===== src/rtl/reg_pair_ctrl.sv =====
// Purpose: byte/pair register access controller sequencing a single-port 8-bit register file for 8/16-bit reads, writes, INC16/DEC16.
// Latency: accept to response valid RD8 3, WR8 2, RD16 4, WR16 3, INC16/DEC16 6, illegal 1 cycles.
// Backpressure: one command in flight; o_cmd_ready only in IDLE, response held stable until i_rsp_ready.
//
// Ports:
//   i_clk, i_reset            clock, asynchronous active-low reset
//   i_cmd_*/o_cmd_ready       command channel (op, 8-bit reg, pair, 16-bit data)
//   o_rsp_*/i_rsp_ready       response channel (16-bit data, illegal-op error)
//   o_rf_*/i_rf_rdata         register-file strobes; read data returns the cycle after o_rf_rd_en
module reg_pair_ctrl #(
    parameter logic [7:0] F_MASK        = 8'hF0,
    parameter int         RF_ADDR_WIDTH = 3
) (
    input  logic                     i_clk,
    input  logic                     i_reset,
    input  logic                     i_cmd_valid,
    output logic                     o_cmd_ready,
    input  logic [2:0]               i_cmd_op,
    input  logic [2:0]               i_cmd_reg,
    input  logic [1:0]               i_cmd_pair,
    input  logic [15:0]              i_cmd_data,
    output logic                     o_rsp_valid,
    input  logic                     i_rsp_ready,
    output logic [15:0]              o_rsp_data,
    output logic                     o_rsp_err,
    output logic                     o_rf_rd_en,
    output logic                     o_rf_wr_en,
    output logic [RF_ADDR_WIDTH-1:0] o_rf_addr,
    output logic [7:0]               o_rf_wdata,
    input  logic [7:0]               i_rf_rdata
);

    localparam logic [2:0] OP_RD8  = 3'b000;
    localparam logic [2:0] OP_WR8  = 3'b001;
    localparam logic [2:0] OP_RD16 = 3'b010;
    localparam logic [2:0] OP_WR16 = 3'b011;
    localparam logic [2:0] OP_INC  = 3'b100;
    localparam logic [2:0] OP_DEC  = 3'b101;

    localparam logic [2:0] ADDR_F  = 3'd6;

    typedef enum logic [2:0] {
        S_IDLE,
        S_RD_HI,
        S_RD_LO,
        S_CAP,
        S_WR_LO,
        S_WR_HI,
        S_RSP
    } state_t;

    state_t      state;
    state_t      state_nxt;

    // Held low through reset and for the first edge after release so that
    // o_cmd_ready only rises once the block is actually clocking.
    logic        live;

    logic [2:0]  op_q;
    logic [2:0]  reg_q;
    logic [1:0]  pair_q;
    logic [15:0] val_q;
    logic        err_q;

    logic        accept;
    logic        is8;
    logic [2:0]  hi_addr;
    logic [2:0]  pair_lo;
    logic [2:0]  lo_addr;
    logic [2:0]  wr_addr;
    logic [7:0]  wr_raw;
    logic [7:0]  wr_byte;

    assign accept = (state == S_IDLE) && live && i_cmd_valid;
    assign is8    = (op_q == OP_RD8) || (op_q == OP_WR8);

    // AF is the odd pair: A (7) is the high byte, F (6) the low byte.
    always_comb begin
        hi_addr = {pair_q, 1'b0};
        pair_lo = {pair_q, 1'b1};
        if (pair_q == 2'd3) begin
            hi_addr = 3'd7;
            pair_lo = 3'd6;
        end
    end

    assign lo_addr = is8 ? reg_q : pair_lo;
    assign wr_addr = (state == S_WR_HI) ? hi_addr : lo_addr;
    assign wr_raw  = (state == S_WR_HI) ? val_q[15:8] : val_q[7:0];
    assign wr_byte = (wr_addr == ADDR_F) ? (wr_raw & F_MASK) : wr_raw;

    // State register
    always_ff @(posedge i_clk or negedge i_reset) begin
        if (!i_reset) begin
            state <= S_IDLE;
            live  <= 1'b0;
        end else begin
            state <= state_nxt;
            live  <= 1'b1;
        end
    end

    // Next-state logic
    always_comb begin
        state_nxt = state;
        case (state)
            S_IDLE: begin
                if (accept) begin
                    case (i_cmd_op)
                        OP_RD8:                  state_nxt = S_RD_LO;
                        OP_WR8, OP_WR16:         state_nxt = S_WR_LO;
                        OP_RD16, OP_INC, OP_DEC: state_nxt = S_RD_HI;
                        default:                 state_nxt = S_RSP;
                    endcase
                end
            end
            S_RD_HI: state_nxt = S_RD_LO;
            S_RD_LO: state_nxt = S_CAP;
            S_CAP:   state_nxt = ((op_q == OP_INC) || (op_q == OP_DEC)) ? S_WR_LO : S_RSP;
            S_WR_LO: state_nxt = (op_q == OP_WR8) ? S_RSP : S_WR_HI;
            S_WR_HI: state_nxt = S_RSP;
            S_RSP:   state_nxt = i_rsp_ready ? S_IDLE : S_RSP;
            default: state_nxt = S_IDLE;
        endcase
    end

    // Output logic: everything decodes from state so reset clears it at once.
    always_comb begin
        o_cmd_ready = 1'b0;
        o_rsp_valid = 1'b0;
        o_rsp_data  = 16'h0000;
        o_rsp_err   = 1'b0;
        o_rf_rd_en  = 1'b0;
        o_rf_wr_en  = 1'b0;
        o_rf_addr   = '0;
        o_rf_wdata  = 8'h00;
        case (state)
            S_IDLE: o_cmd_ready = live;
            S_RD_HI: begin
                o_rf_rd_en = 1'b1;
                o_rf_addr  = hi_addr;
            end
            S_RD_LO: begin
                o_rf_rd_en = 1'b1;
                o_rf_addr  = lo_addr;
            end
            S_WR_LO, S_WR_HI: begin
                o_rf_wr_en = 1'b1;
                o_rf_addr  = wr_addr;
                o_rf_wdata = wr_byte;
            end
            S_RSP: begin
                o_rsp_valid = 1'b1;
                o_rsp_data  = val_q;
                o_rsp_err   = err_q;
            end
            default: ;
        endcase
    end

    // Datapath: val_q carries write data in, read data back, and the masked
    // bytes actually written so the response reflects register contents.
    always_ff @(posedge i_clk or negedge i_reset) begin
        if (!i_reset) begin
            op_q   <= 3'b000;
            reg_q  <= 3'b000;
            pair_q <= 2'b00;
            val_q  <= 16'h0000;
            err_q  <= 1'b0;
        end else begin
            case (state)
                S_IDLE: begin
                    if (accept) begin
                        op_q   <= i_cmd_op;
                        reg_q  <= i_cmd_reg;
                        pair_q <= i_cmd_pair;
                        err_q  <= (i_cmd_op == 3'b110) || (i_cmd_op == 3'b111);
                        case (i_cmd_op)
                            OP_WR8:  val_q <= {8'h00, i_cmd_data[7:0]};
                            OP_WR16: val_q <= i_cmd_data;
                            default: val_q <= 16'h0000;
                        endcase
                    end
                end
                // High byte read in RD_HI returns during RD_LO.
                S_RD_LO: begin
                    if (!is8) begin
                        val_q[15:8] <= i_rf_rdata;
                    end
                end
                // Low byte returns during CAP; INC/DEC fold the update in here.
                S_CAP: begin
                    case (op_q)
                        OP_INC:  val_q <= {val_q[15:8], i_rf_rdata} + 16'h0001;
                        OP_DEC:  val_q <= {val_q[15:8], i_rf_rdata} - 16'h0001;
                        default: val_q[7:0] <= i_rf_rdata;
                    endcase
                end
                S_WR_LO: val_q[7:0]  <= wr_byte;
                S_WR_HI: val_q[15:8] <= wr_byte;
                default: ;
            endcase
        end
    end

endmodule

===== config.mk =====
export PLATFORM = sky130hd
export DESIGN_NAME = reg_pair_ctrl
export DESIGN_NICKNAME = d
export VERILOG_FILES = /design/src/rtl/reg_pair_ctrl.sv
export SDC_FILE = /design/constraint.sdc
export NUM_CORES = 1
export LEC_CHECK = 0
export CORE_MARGIN = 2
export CORE_UTILIZATION = 49
export CTS_CLUSTER_DIAMETER = 150
export DETAILED_ROUTE_END_ITERATION = 8
export GPL_ROUTABILITY_DRIVEN = 1
export PLACE_DENSITY = 0.84
export SLEW_MARGIN = 20
export SYNTH_ARGS = -nofsm -noshare
export SYNTH_HDL_FRONTEND = slang
export SYNTH_SLANG_ARGS = --single-unit

===== constraint.sdc =====
create_clock -name i_clk -period 3.05 [get_ports i_clk]
set_input_delay 0.61 -clock i_clk [delete_from_list [all_inputs] [get_ports i_clk]]
set_output_delay 0.61 -clock i_clk [all_outputs]
set_load 0.005 [all_outputs]

==> impl_summary.txt, run 1 <==
----------------------------------------------------
[Status]
  Status ... complete, no violations

[CTS]
  CTS H-Tree Depth ... 2
  Cts bufs inserted ... 5
  Number of buffers on the longest clock path ... 2
  Setup fix buffers added after clock tree synthesis ... 0
  CTS tree ... yes
  Post-cts sizing count ... 0
  Clk root buf ... clkbuf_8
  Clock transition at the registers of the reported paths ... about 0.06 ns
  Hold Buf Count CTS ... 0
  Total number of clock tree sinks ... 29
  Clock latency of the later-clocked register in the worst-skew pair ... a little under 0.3 ns

[Timing]
  Worst slack on hold paths ... 0.469 ns
  Pins over their slew limit ... 0
  Post-route worst setup slack ... 0.152 ns
  Final setup fails ... 0
  Total negative slack ... 0 ns
  Rel. slew slack ... 61.5%
  Actual slew at the worst max-slew pin ... 0.578 ns
  Worst setup skew after layout ... 0.0114 ns
  Maximum operating frequency ... 345 MHz
  Period Utilization, post-route ... 95.0%
  Shortest clock period the worst path allows after layout ... 2.90 ns
  Unrepaired setup endpoints after global routing ... no
  Final count of hold timing violations ... 0

[Global route]
  GRT Residual Overflow ... 0
  Number of global-route vias before repair ... roughly 2.5k
  Antenna violations before repair ... 0
  Pin count of the biggest net entering global routing ... 30
  First-pass GRT wire length ... 12,300 um
  Global-route usage over all layers ... between 20% and 30%

[Synth]
  Mapped Area ... ~2500 sq um
  Mean Syn Cell Area ... 8.43 sq um
  Top cell type by total area after synthesis ... dfrtp_1
  Compound-cell area share of the yosys netlist ... 26.3%
  Total of flip-flops plus latches after synthesis ... 29
  Instance count of the mapped netlist ... 298
  Yosys warns ... 0
  Synthesized-area fraction occupied by adder cells ... less than 1%
  Biggest area contributors in the synthesized netlist ... dfrtp_1 29%, and2_1 4.5%, mux2_2 4.5%
  Post-synthesis net count ... 336
  Count of distinct cell types in the synthesized netlist ... 66
  Xor and xnor fraction of the mapped netlist area ... 3.14%
  Main combinational cell family by area after synthesis ... simple AND/OR/NAND/NOR gates
  Post-synthesis simple-gate area fraction ... about 29%
  Post-synth EDFFs ... 0
  Mux contribution to synthesized area ... 6.08%
  Part of the Yosys area used for sequential elements ... about 29%
  Area share of the leading cell type in the synthesized netlist ... 28.9%
  Top FF cell, synth ... dfrtp_1
  Ys async rst share ... 100%

[Hold path]
  Worst hold path stage count ... 2
  Worst min-delay path category ... reg2reg
  Worst Hold Launch ... err_q$_DFFE_PN0P_
  Hold Path Sink ... err_q$_DFFE_PN0P_

[Setup path]
  Type of the worst setup path ... reg2out
  Required @ worst endpoint ... 2.44 ns
  End of the worst register-to-register path ... val_q[14]$_DFFE_PN0P_
  CP Data Arrival Time ... about 2.3 ns
  Critical path launch point type ... register
  Flop-to-flop setup slack ... 0.66 ns
  Highest net fanout along the worst path ... 15
  Startpoint of the lowest-slack register-to-register path ... op_q[1]$_DFFE_PN0P_
  Endpoint class of the critical path ... output pin
  Worst reg-to-reg path cell count ... 5

[Power]
  Leak pwr ... 1.31 nW
  Peak supply drop ... 0.535 mV
  Total power after layout ... 2.56 mW
  P per Cell Area ... 756 nW/um^2

[Layout]
  Area growth from synthesis to layout ... 34.9%
  Number of nets in the layout ... 403
  Register area ... 726 sq um
  Proportion of layout cells with a drive suffix above 1 ... approximately 14%
  Core utilization of the finished layout ... 67.2%
  Footprint of the multi-input gates ... 1660 sq um
  Most common library cell in the layout ignoring fill and taps ... clkdlybuf4s50_1
  Number of antenna repair diodes ... 0
  Number of fill cells ... 425
  Leading cell types in the layout, fill and taps excluded ... 67 x clkdlybuf4s50_1, 29 x dfrtp_1, 22 x nand2_1, 19 x nor2_1

[Routing]
  Post-detailed-route via-to-cell ratio ... 6.41
  Wirelength, routed ... between 7000 and 8000 um
  Drt wl/cell ... between 15 and 20 um
  Initial DRT Pass Iterations ... 8
  Antenna Nets Post-Route ... 0
  Total via count in the routed design ... ~2.8k
  DRC Markers ... 0
  Drt initial violations ... 537

[Floorplan]
  Row Count ... 26
  Placeable Area ... about 5000 sq um
  Total I/O pin count ... 68
  Die width ... 75.6 um
  Initial core utilization ... 49.8%
  Height of the chip ... 75.6 um
  Die area ... 5720 sq um

[Placed design]
  Final GP Congestion ... 0.970
  Worst slack after detailed placement ... 0.123 ns
  Hpwl dp ... 5690 um
  Number of buffers added on ports ... 67

[Run]
  Number of violations of the max-capacitance limit ... 0

----------------------------------------------------
==> cell usage after synthesis (all sizes together), types with 2 or more instances <==
cell type / instances
a32oi: 2
or3: 5
or4: 3
o211a: 2
or4b: 2
and2: 18
or2: 3
a311oi: 2
nand3: 3
dfrtp: 29
a22o: 8
nand2: 22
and3b: 4
a21o: 2
nor3: 6
o21ai: 24
o22ai: 5
nand2b: 5
mux2i: 4
inv: 6
o31ai: 2
or3b: 2
nor2b: 4
ha: 2
clkbuf: 17
nor2: 20
a211oi: 2
mux2: 10
a21oi: 11
nand4: 4
nand3b: 3
o221ai: 3
a222oi: 9
a22oi: 5
xnor2: 6
o31a: 4
buf: 8
nor4b: 3
xor2: 3
o211ai: 3
nor3b: 2
nor4: 6
==> where the power goes <==
group | switching [mW] | total, mW | internal [mW]
clock | 0.148 | 0.306 | 0.158
combinational | 0.717 | 1.46 | 0.739
sequential | 0.261 | 0.800 | 0.539
total | 1.13 | 2.56 | 1.44
==> logic make-up (layout without fill, tap and decap cells) <==
logic type / count (synthesis) / count (layout)
buffers and inverters: 31 / 99
AO/OA/AOI/OAI: 91 / 91
XOR/XNOR: 9 / 9
adder cells (fa/ha/maj): 2 / 2
AND/OR/NAND/NOR: 121 / 121
flip-flops: 29 / 29
multiplexers: 14 / 14
other: 1 / 1
==> critical path, cell delays in order, from the launching register on <==
cell and delay [ns]:
dfrtp_1 0.63, nor2b_1 0.48, o221ai_1 0.18, o21ai_0 0.19, clkdlybuf4s50_1 0.53
==> sequential cells by signal, indices dropped and copies added (netlist names) <==
| name | count |
|---|---|
| val_q | 16 |
| op_q | 3 |
| reg_q | 3 |
| state | 3 |
| pair_q | 2 |
| err_q | 1 |
| live | 1 |
==> layout make-up <==
| type | count | area share, % |
|---|---|---|
| inverters | 6 | 0.665 |
| clock buffers | 6 | 2.14 |
| clock inverters | 2 | 0.295 |
| multi-input cells | 238 | 49.1 |
| flip-flops and latches | 29 | 21.4 |
| repair buffers | 85 | 23.8 |
| well taps | 70 | 2.58 |
==> metrics by stage <==
step	instance area [sq um]	instances
6_report	3390	436
5_1_grt	3390	436
4_1_cts	3380	436
3_5_place_dp	3300	428
3_3_place_gp	3300	428
2_1_floorplan	2510	298
==> routing by layer <==
metal,wire length [um],GRT usage [%]
met5,0,0
met4,176,8.38
met3,821,5.69
met2,3640,47.4
met1,3030,37.8
==> worst max-delay path by stage <==
stage	cells past startpoint	start	endpoint
2_1_floorplan	6	i_rf_rdata[5]	val_q[14]$_DFFE_PN0P_
3_3_place_gp	6	i_rf_rdata[2]	val_q[14]$_DFFE_PN0P_
3_5_place_dp	6	i_rf_rdata[2]	val_q[14]$_DFFE_PN0P_
4_1_cts	5	state[1]$_DFFE_PN0P_	o_rf_wdata[3]
5_1_grt	4	state[1]$_DFFE_PN0P_	o_rf_addr[0]
6_report	4	state[1]$_DFFE_PN0P_	o_rf_addr[0]
No activity file was read; power rests on OpenSTA's default activity.
==> run 2: changes to the inputs <==
--- a/config.mk
+++ b/config.mk
@@ -11,6 +11,7 @@
 export DETAILED_ROUTE_END_ITERATION = 8
 export GPL_ROUTABILITY_DRIVEN = 1
 export PLACE_DENSITY = 0.84
+export SKIP_LAST_GASP = 1
 export SLEW_MARGIN = 20
 export SYNTH_ARGS = -nofsm -noshare
 export SYNTH_HDL_FRONTEND = slang
==> results of run 2 <==
Final layout, timing and power as in run 1 (identical DEF).
